<file path="src/rtl/chunked_adder.sv">
`default_nettype none
// ============================================================================
// Module      : chunked_adder
// Description : Multi-cycle adder/subtractor working CHUNK_SIZE bits per cycle
//               with valid/ready handshakes. Optional flags: CHUNKED_ADDER_FLAGS_EN
// Revision    : 1.0 - initial release
// ============================================================================
module chunked_adder #(
    parameter int BUS_SIZE   = 16,
    parameter int CHUNK_SIZE = 4
) (
    input  logic                clk,
    input  logic                rst,
    input  logic                in_valid,
    output logic                in_ready,
    input  logic [BUS_SIZE-1:0] a,
    input  logic [BUS_SIZE-1:0] b,
    input  logic                c_in,
    input  logic                sub,
    output logic                out_valid,
    input  logic                out_ready,
    output logic [BUS_SIZE-1:0] out,
    output logic                carry,
    output logic                overflow,
    output logic                zero
);

    localparam int N  = BUS_SIZE / CHUNK_SIZE;
    localparam int KW = (N > 1) ? $clog2(N) : 1;
    localparam logic [KW-1:0] C_K_LAST = KW'(N - 1);
    localparam int MSB = BUS_SIZE - 1;

    generate
        if ((CHUNK_SIZE < 1) || ((BUS_SIZE % CHUNK_SIZE) != 0)) begin : g_bad_size
            $error("chunked_adder: BUS_SIZE must be a multiple of CHUNK_SIZE");
        end
    endgenerate

    typedef enum logic [1:0] {
        IDLE = 2'd0,
        BUSY = 2'd1,
        DONE = 2'd2
    } state_t;

    state_t              state_q, state_d;
    logic [KW-1:0]       k_q, k_d;
    logic [BUS_SIZE-1:0] a_q, a_d;
    logic [BUS_SIZE-1:0] b_q, b_d;
    logic [BUS_SIZE-1:0] res_q, res_d;
    logic                carry_q, carry_d;
    logic                in_ready_q, in_ready_d;
    logic                out_valid_q, out_valid_d;
    logic [CHUNK_SIZE:0] w_chunk_sum;
`ifdef CHUNKED_ADDER_FLAGS_EN
    logic                ovf_q, ovf_d;
    logic                zero_q, zero_d;
`endif

    always_comb begin
        state_d     = state_q;
        k_d         = k_q;
        a_d         = a_q;
        b_d         = b_q;
        res_d       = res_q;
        carry_d     = carry_q;
        in_ready_d  = in_ready_q;
        out_valid_d = out_valid_q;
`ifdef CHUNKED_ADDER_FLAGS_EN
        ovf_d       = ovf_q;
        zero_d      = zero_q;
`endif
        w_chunk_sum = {1'b0, a_q[k_q*CHUNK_SIZE +: CHUNK_SIZE]}
                    + {1'b0, b_q[k_q*CHUNK_SIZE +: CHUNK_SIZE]}
                    + {{CHUNK_SIZE{1'b0}}, carry_q};
        case (state_q)
            IDLE: begin
                if (in_valid && in_ready_q) begin
                    a_d        = a;
                    b_d        = sub ? ~b : b;
                    carry_d    = c_in;
                    k_d        = '0;
                    res_d      = '0;
                    state_d    = BUSY;
                    in_ready_d = 1'b0;
`ifdef CHUNKED_ADDER_FLAGS_EN
                    ovf_d      = 1'b0;
                    zero_d     = 1'b0;
`endif
                end
            end
            BUSY: begin
                res_d[k_q*CHUNK_SIZE +: CHUNK_SIZE] = w_chunk_sum[CHUNK_SIZE-1:0];
                carry_d = w_chunk_sum[CHUNK_SIZE];
                if (k_q == C_K_LAST) begin
                    state_d     = DONE;
                    out_valid_d = 1'b1;
`ifdef CHUNKED_ADDER_FLAGS_EN
                    // Flags use the fully assembled result including this last chunk
                    ovf_d  = (a_q[MSB] == b_q[MSB]) && (res_d[MSB] != a_q[MSB]);
                    zero_d = (res_d == '0);
`endif
                end else begin
                    k_d = k_q + 1'b1;
                end
            end
            DONE: begin
                if (out_ready) begin
                    state_d     = IDLE;
                    out_valid_d = 1'b0;
                    in_ready_d  = 1'b1;
                end
            end
            default: begin
                state_d     = IDLE;
                out_valid_d = 1'b0;
                in_ready_d  = 1'b1;
            end
        endcase
    end

    always_ff @(posedge clk) begin
        if (rst) begin
            state_q     <= IDLE;
            k_q         <= '0;
            a_q         <= '0;
            b_q         <= '0;
            res_q       <= '0;
            carry_q     <= 1'b0;
            in_ready_q  <= 1'b1;
            out_valid_q <= 1'b0;
`ifdef CHUNKED_ADDER_FLAGS_EN
            ovf_q       <= 1'b0;
            zero_q      <= 1'b0;
`endif
        end else begin
            state_q     <= state_d;
            k_q         <= k_d;
            a_q         <= a_d;
            b_q         <= b_d;
            res_q       <= res_d;
            carry_q     <= carry_d;
            in_ready_q  <= in_ready_d;
            out_valid_q <= out_valid_d;
`ifdef CHUNKED_ADDER_FLAGS_EN
            ovf_q       <= ovf_d;
            zero_q      <= zero_d;
`endif
        end
    end

    assign in_ready  = in_ready_q;
    assign out_valid = out_valid_q;
    assign out       = res_q;
    assign carry     = carry_q;
`ifdef CHUNKED_ADDER_FLAGS_EN
    assign overflow  = ovf_q;
    assign zero      = zero_q;
`else
    assign overflow  = 1'b0;
    assign zero      = 1'b0;
`endif

endmodule
`default_nettype wire
</file>
<file path="config.mk">
export PLATFORM = sky130hd
export DESIGN_NAME = chunked_adder
export DESIGN_NICKNAME = d
export VERILOG_FILES = /design/src/rtl/chunked_adder.sv
export SDC_FILE = /design/constraint.sdc
export NUM_CORES = 1
export LEC_CHECK = 0
export CORE_MARGIN = 2
export CORE_UTILIZATION = 30
export DETAILED_ROUTE_END_ITERATION = 12
export SLEW_MARGIN = 15
export SYNTH_ARGS = -nofsm -noshare
export SYNTH_HDL_FRONTEND = slang
export SYNTH_SLANG_ARGS = --single-unit
</file>
<file path="constraint.sdc">
create_clock -name clk -period 3 [get_ports clk]
set_input_delay 0.6 -clock clk [delete_from_list [all_inputs] [get_ports clk]]
set_output_delay 0.6 -clock clk [all_outputs]
set_load 0.02 [all_outputs]
</file>
## Yosys cells after proc, flatten, opt, wreduce, memory -nomap -nowiden

Cells that the tools add are included.
Widths: inputs -> output; s select.

| word-level totals | value |
|---|---|
| bits in registers | 55 |
| bits of input ports | 38 |
| output and inout bits | 21 |
| logic and storage cells | 54 |

| operators by class | value |
|---|---|
| add/sub/neg operators | 4 |
| eq/ne operators | 7 |
| shift operators | 4 |
| muxes and demuxes | 19 |
| bitwise gates (word level) | 3 |
| reductions and logical operators | 9 |

Operators with widths:

| cell | count |
|---|---|
| $neg 4->34 | 1 |
| $shift 4x34->16 const A | 1 |
| $shiftx 4x34->16 | 1 |
| $mux 16 | 2 |
| $pmux 16 s2 | 1 |
| $shiftx 16x5->4 | 2 |
| $bwmux 16 | 1 |
| $not 16->16 | 1 |
| $reduce_and 3->1 | 4 |
| $mux 2 | 5 |
| $ne 2x2->1 const B | 4 |
| $pmux 1 s3 | 2 |
| $pmux 2 s3 | 1 |
| $add 4x4->5 | 1 |
| $add 5x1->5 | 1 |
| $mux 1 | 5 |
| $eq 2x2->1 const B | 2 |
| $pmux 2 s2 | 1 |
| $reduce_and 2->1 | 2 |
| $add 2x1->2 const B | 1 |
| $eq 2x1->1 const B | 1 |
| $logic_not 2->1 | 1 |
| $not 1->1 | 2 |
| $pmux 1 s2 | 1 |
| 2 further kinds | 2 |

## Longest topological paths before layout

Gate-level depths: netlist of run 1.

| logic depth | value |
|---|---|
| depth in word-level cells | 6 |
| mapped depth | 8 |
| depth with buffers taken out | 7 |

## Worst setup path before layout of run 1

OpenSTA, ideal clock, no wires.

| timing | value |
|---|---|
| path type | register to register |
| start | reg k_q[0] |
| end | reg carry_q, in the netlist carry |
| setup time | 0.130 ns |
| data arrival time | 2.532 ns |
| data required time | 2.870 ns |
| slack | 0.338 ns |
| cell stages (with the launch flop) | 9 |
| period minus slack after synthesis | 2.662 ns |
| cells stage by stage | dfxtp_1 -> buf_4 -> mux4_2 -> fa_1 -> fa_1 -> a21oi_1 -> nor2b_1 -> o32ai_1 -> nor3_1 |

| on the way | value |
|---|---|
| word-level cells in the longest chain between the ends | 4 |

RTL lines:

| element | RTL line | text |
|---|---|---|
| start: declaration | 46 | `logic [KW-1:0] k_q, k_d;` |
| start signal: assignment | 137 | `k_q <= k_d;` |
| $shiftx 16x5->4, on equally long branches | 72, 73 |  |
| $add 4x4->5 * | 73 | `+ {1'b0, b_q[k_q*CHUNK_SIZE +: CHUNK_SIZE]}` |
| $add 5x1->5 * | 74 | `+ {{CHUNK_SIZE{1'b0}}, carry_q};` |
| $pmux 1 s2 * | 75 | `case (state_q)` |
| end signal: assignment | 141 | `carry_q <= carry_d;` |
| end: declaration | 50 | `logic carry_q, carry_d;` |

Every way passes the cells marked *; elsewhere a longest branch is shown, timed or not.
A chain may end at the register's enable or synchronous reset.

## Final worst setup path of run 1

| timing | value |
|---|---|
| start | reg k_q[0] |
| end | reg res_q[10], in the netlist out[10] |

| on the way | value |
|---|---|
| word-level cells in the longest chain between the ends | 6 |

RTL lines:

| element | RTL line | text |
|---|---|---|
| $shiftx 16x5->4, on equally long branches | 72, 73 |  |
| $add 4x4->5 | 73 |  |
| $add 5x1->5 | 74 |  |
| $shiftx 4x34->16 | 92 | `res_d[k_q*CHUNK_SIZE +: CHUNK_SIZE] = w_chunk_sum[CHUNK_SIZE-1:0];` |
| $bwmux 16 * | 92 |  |
| $pmux 16 s2 * | 75 |  |
| end signal: assignment | 140 | `res_q <= res_d;` |
| end: declaration | 49 | `logic [BUS_SIZE-1:0] res_q, res_d;` |

Marks and branches as above.

==> impl_metrics.ini, run 1 <==
[power_and_ir_drop]
power.share.clock_pct = 30.4
internal_power_w = 0.001202
powerDensity_nw_per_um2 = 493.1
p_comb_share_pct = 21.1
sw_frac_of_total_pct = 28.39
p_leak_nw = 1.234
max-vdd-ir-drop_v = 0.0002166
p_seq_share_pct = 48.5
power.switching_w = 0.0004766
power_w = 0.001679

[setup_path]
startpoint_type = register
crit_start = k_q[0]
critical_path_class = reg -> reg
critPathMaxFanout = 6
endpoint = out[10]
required_ns = 3.26
arrival_ns = 2.89
cp-end-kind = register
r2r_start = k_q[0]
reg2reg_to = out[10]
r2r_slack_ns = 0.37
worst_r2r_path_depth = 6

[timing]
skew_ns = 0.009070
period_share_pct = 87.61
slew_viol_final = 0
hold_viol = 0
setup_viol_count_final = 0
rsz0062_at_grt = no
fin_tns_setup_ns = 0
fmax_ghz = 0.3805
period_minus_slack_ns = 2.628
tightest_slew_ns = 0.6239
maxSlewHeadroom_pct = 58.41

[grt]
grt_util_met3_pct = 2.837
grt_pass1_wl_mm = 10.13
grt_pass1_vias = 2074
grt.total_usage_pct = 12.85
grt-busiest-layer = met2
grtUsageMet2_pct = 20.41
grt_max_degree = 56
antenna_found_initial = 0
grt.met1_usage_pct = 17.39
overflow = 0

[cells_and_area]
drive_gt1_share_pct = 11.93
stdcell_area_um2 = 3405
area_delta_synth_final_pct = 27.15
insertedDiodeCount = 0
num-nets-final = 373

[synth]
syn_area_per_cell_um2 = 9.666
synth_compound_area_share_pct = 18.36
ys_seq_area_share_pct = 41.12
synth-edff-count = 0
synthMuxAreaShare_pct = 6.729
synthDistinctLibCells = 39
synth_top_family_by_area = compound AO/OA/AOI/OAI gates
yosysWarnings = 0
synth_fa_ha_area_share_pct = 4.766
synthTopCellsByArea = dfxtp_1 41%, mux4_2 6.7%, nor2_1 5.6%
ys.flop_type = dfxtp_1
yosys.area.top_type = dfxtp_1
async_flop_share_pct = 0
postSynthCellCount = 277
synth_top_area_share_pct = 41.12
synthSimpleGateAreaFrac_pct = 18.22
synth_seq_cells = 55
synth_area_um2 = 2678
synth_xor_area_share_pct = 5.561

[run_status]
status = completed

[placement]
hpwl_mm = 4.367
port_buffers = 56
detailed_place.area_um2 = 3288
place_congestion = 0.7974

[drt]
route.detailed.drc = 0
wl_per_cell_um = 13.78
firstDrtPassIters = 5
drt-initial-drc-count = 94
dr_total_vias = 2109
viasPerCell = 4.848
wirelength_mm = 5.995
ant_nets = 0

[floorplan]
initial_core_util_pct = 30.85
rows = 34
dieArea_um2 = 9697
die_y_um = 98.48
ios = 59
core-area_um2 = 8678
die_x_um = 98.48

[clocking]
clock-sinks = 55
clk_path_buf_depth = 2
htreeDepth = 2
post_cts_buffers = 0
cts_resized = 0
cts_buffers = 5
cts_tree = built
cts_hold_buf = 0
clk_pin_slew_worst_paths_ns = 0.10
cts_root_buf = clkbuf_8
clk_latency_ns = 0.32

[min_path]
worstHoldPathType = reg -> reg

[flow_run]
cap_violations = 0
==> how the worst min path moves through the flow <==
stage                       start       to  slack (ns)  cells past startpoint
after floorplan           a_q[10]  a_q[10]        0.43                      2
after global placement     a_q[8]   a_q[8]        0.44                      2
after detailed placement  a_q[12]  a_q[12]        0.44                      2
after CTS                 a_q[12]  a_q[12]        0.46                      2
after global routing      a_q[12]  a_q[12]        0.47                      2
final                     a_q[12]  a_q[12]        0.46                      2
==> kinds of logic (layout without fill, tap and decap cells) <==
| family | after synthesis | count (layout) |
|---|---|---|
| XOR/XNOR | 17 | 17 |
| flip-flops | 55 | 55 |
| multiplexers | 8 | 8 |
| buffers and inverters | 23 | 72 |
| other | 1 | 2 |
| AO/OA/AOI/OAI | 66 | 66 |
| AND/OR/NAND/NOR | 98 | 98 |
| adder cells (fa/ha/maj) | 9 | 9 |
==> critical path: stages, from the launching register on <==
cell and delay (ns):
dfxtp_1 0.50, mux4_2 0.58, fa_1 0.45, fa_1 0.42
xor2_1 0.35, a22oi_1 0.17, nor2_1 0.11
==> cell usage in the layout, fill, tap and decap left out, types with 4 or more instances in the layout <==
master           instances
a211oi_1                 7
a211oi_2                10
a21o_1                   5
a21oi_1                 24
a22oi_1                 12
a32oi_1                  4
buf_4                    6
clkbuf_8                 5
clkdlybuf4s50_1         55
dfxtp_1                 55
ha_1                     7
mux4_2                   8
nand2_1                 38
nor2_1                  40
xnor2_1                 16
==> registers in the layout, summed over array words and instances, names as in the netlist <==
signal / count
carry: 1
b_q: 16
in_ready: 1
k_q: 2
state_q: 2
out_valid: 1
a_q: 16
out: 16
==> synth_stat cells, types with 5 or more instances <==
| master | count |
|---|---|
| nand2_1 | 38 |
| buf_4 | 6 |
| a211oi_2 | 10 |
| ha_1 | 7 |
| mux4_2 | 8 |
| a21o_1 | 5 |
| xnor2_1 | 16 |
| nor2_1 | 40 |
| a22oi_1 | 12 |
| a211oi_1 | 7 |
| clkbuf_1 | 8 |
| dfxtp_1 | 55 |
| a21oi_1 | 24 |
==> power by group through the flow <==
stage	sequential (W)	clock (W)	combinational, W
after floorplan	0.000822	0	0.000251
after global placement	0.000832	0	0.000352
after detailed placement	0.000832	0	0.000358
after CTS	0.000816	0.000521	0.000360
after global routing	0.000822	0.000551	0.000390
final	0.000814	0.000510	0.000354
==> cell type report <==
type / instances / area [um2]
tap: 108 / 135.1
fill: 896 / 5274
multi-input combinational: 200 / 1444
clock inverter: 3 / 47.55
timing repair buffer: 62 / 600.6
sequential: 55 / 1101
clock buffer: 5 / 68.82
inverter: 2 / 7.507
==> layer usage <==
metal  part of all wire (%)  vias up
li1                       -     1067
met1                     46      983
met2                     47       50
met3                    5.5        9
met4                    1.1        0
met5                      0        -
==> metrics by stage <==
step	cells	util (%)	hold WS, ns	setup slack [ns]
final	435	39.23	0.4574	0.3717
after global routing	435	39.23	0.4750	0.1895
after CTS	435	39.23	0.4585	0.3525
after detailed placement	427	37.89	0.4437	0.3729
after global placement	427	37.89	0.4446	0.4510
after floorplan	278	-	0.4331	0.3377
(Power assumes the default switching activity.)
==> inputs of run 2 (changes only) <==
Settings changed: CTS_CLUSTER_SIZE set to 30, SKIP_CTS_REPAIR_TIMING set to 1.
==> results of run 2 <==
Same layout as run 1: the final DEF is identical, and so are final timing and power.
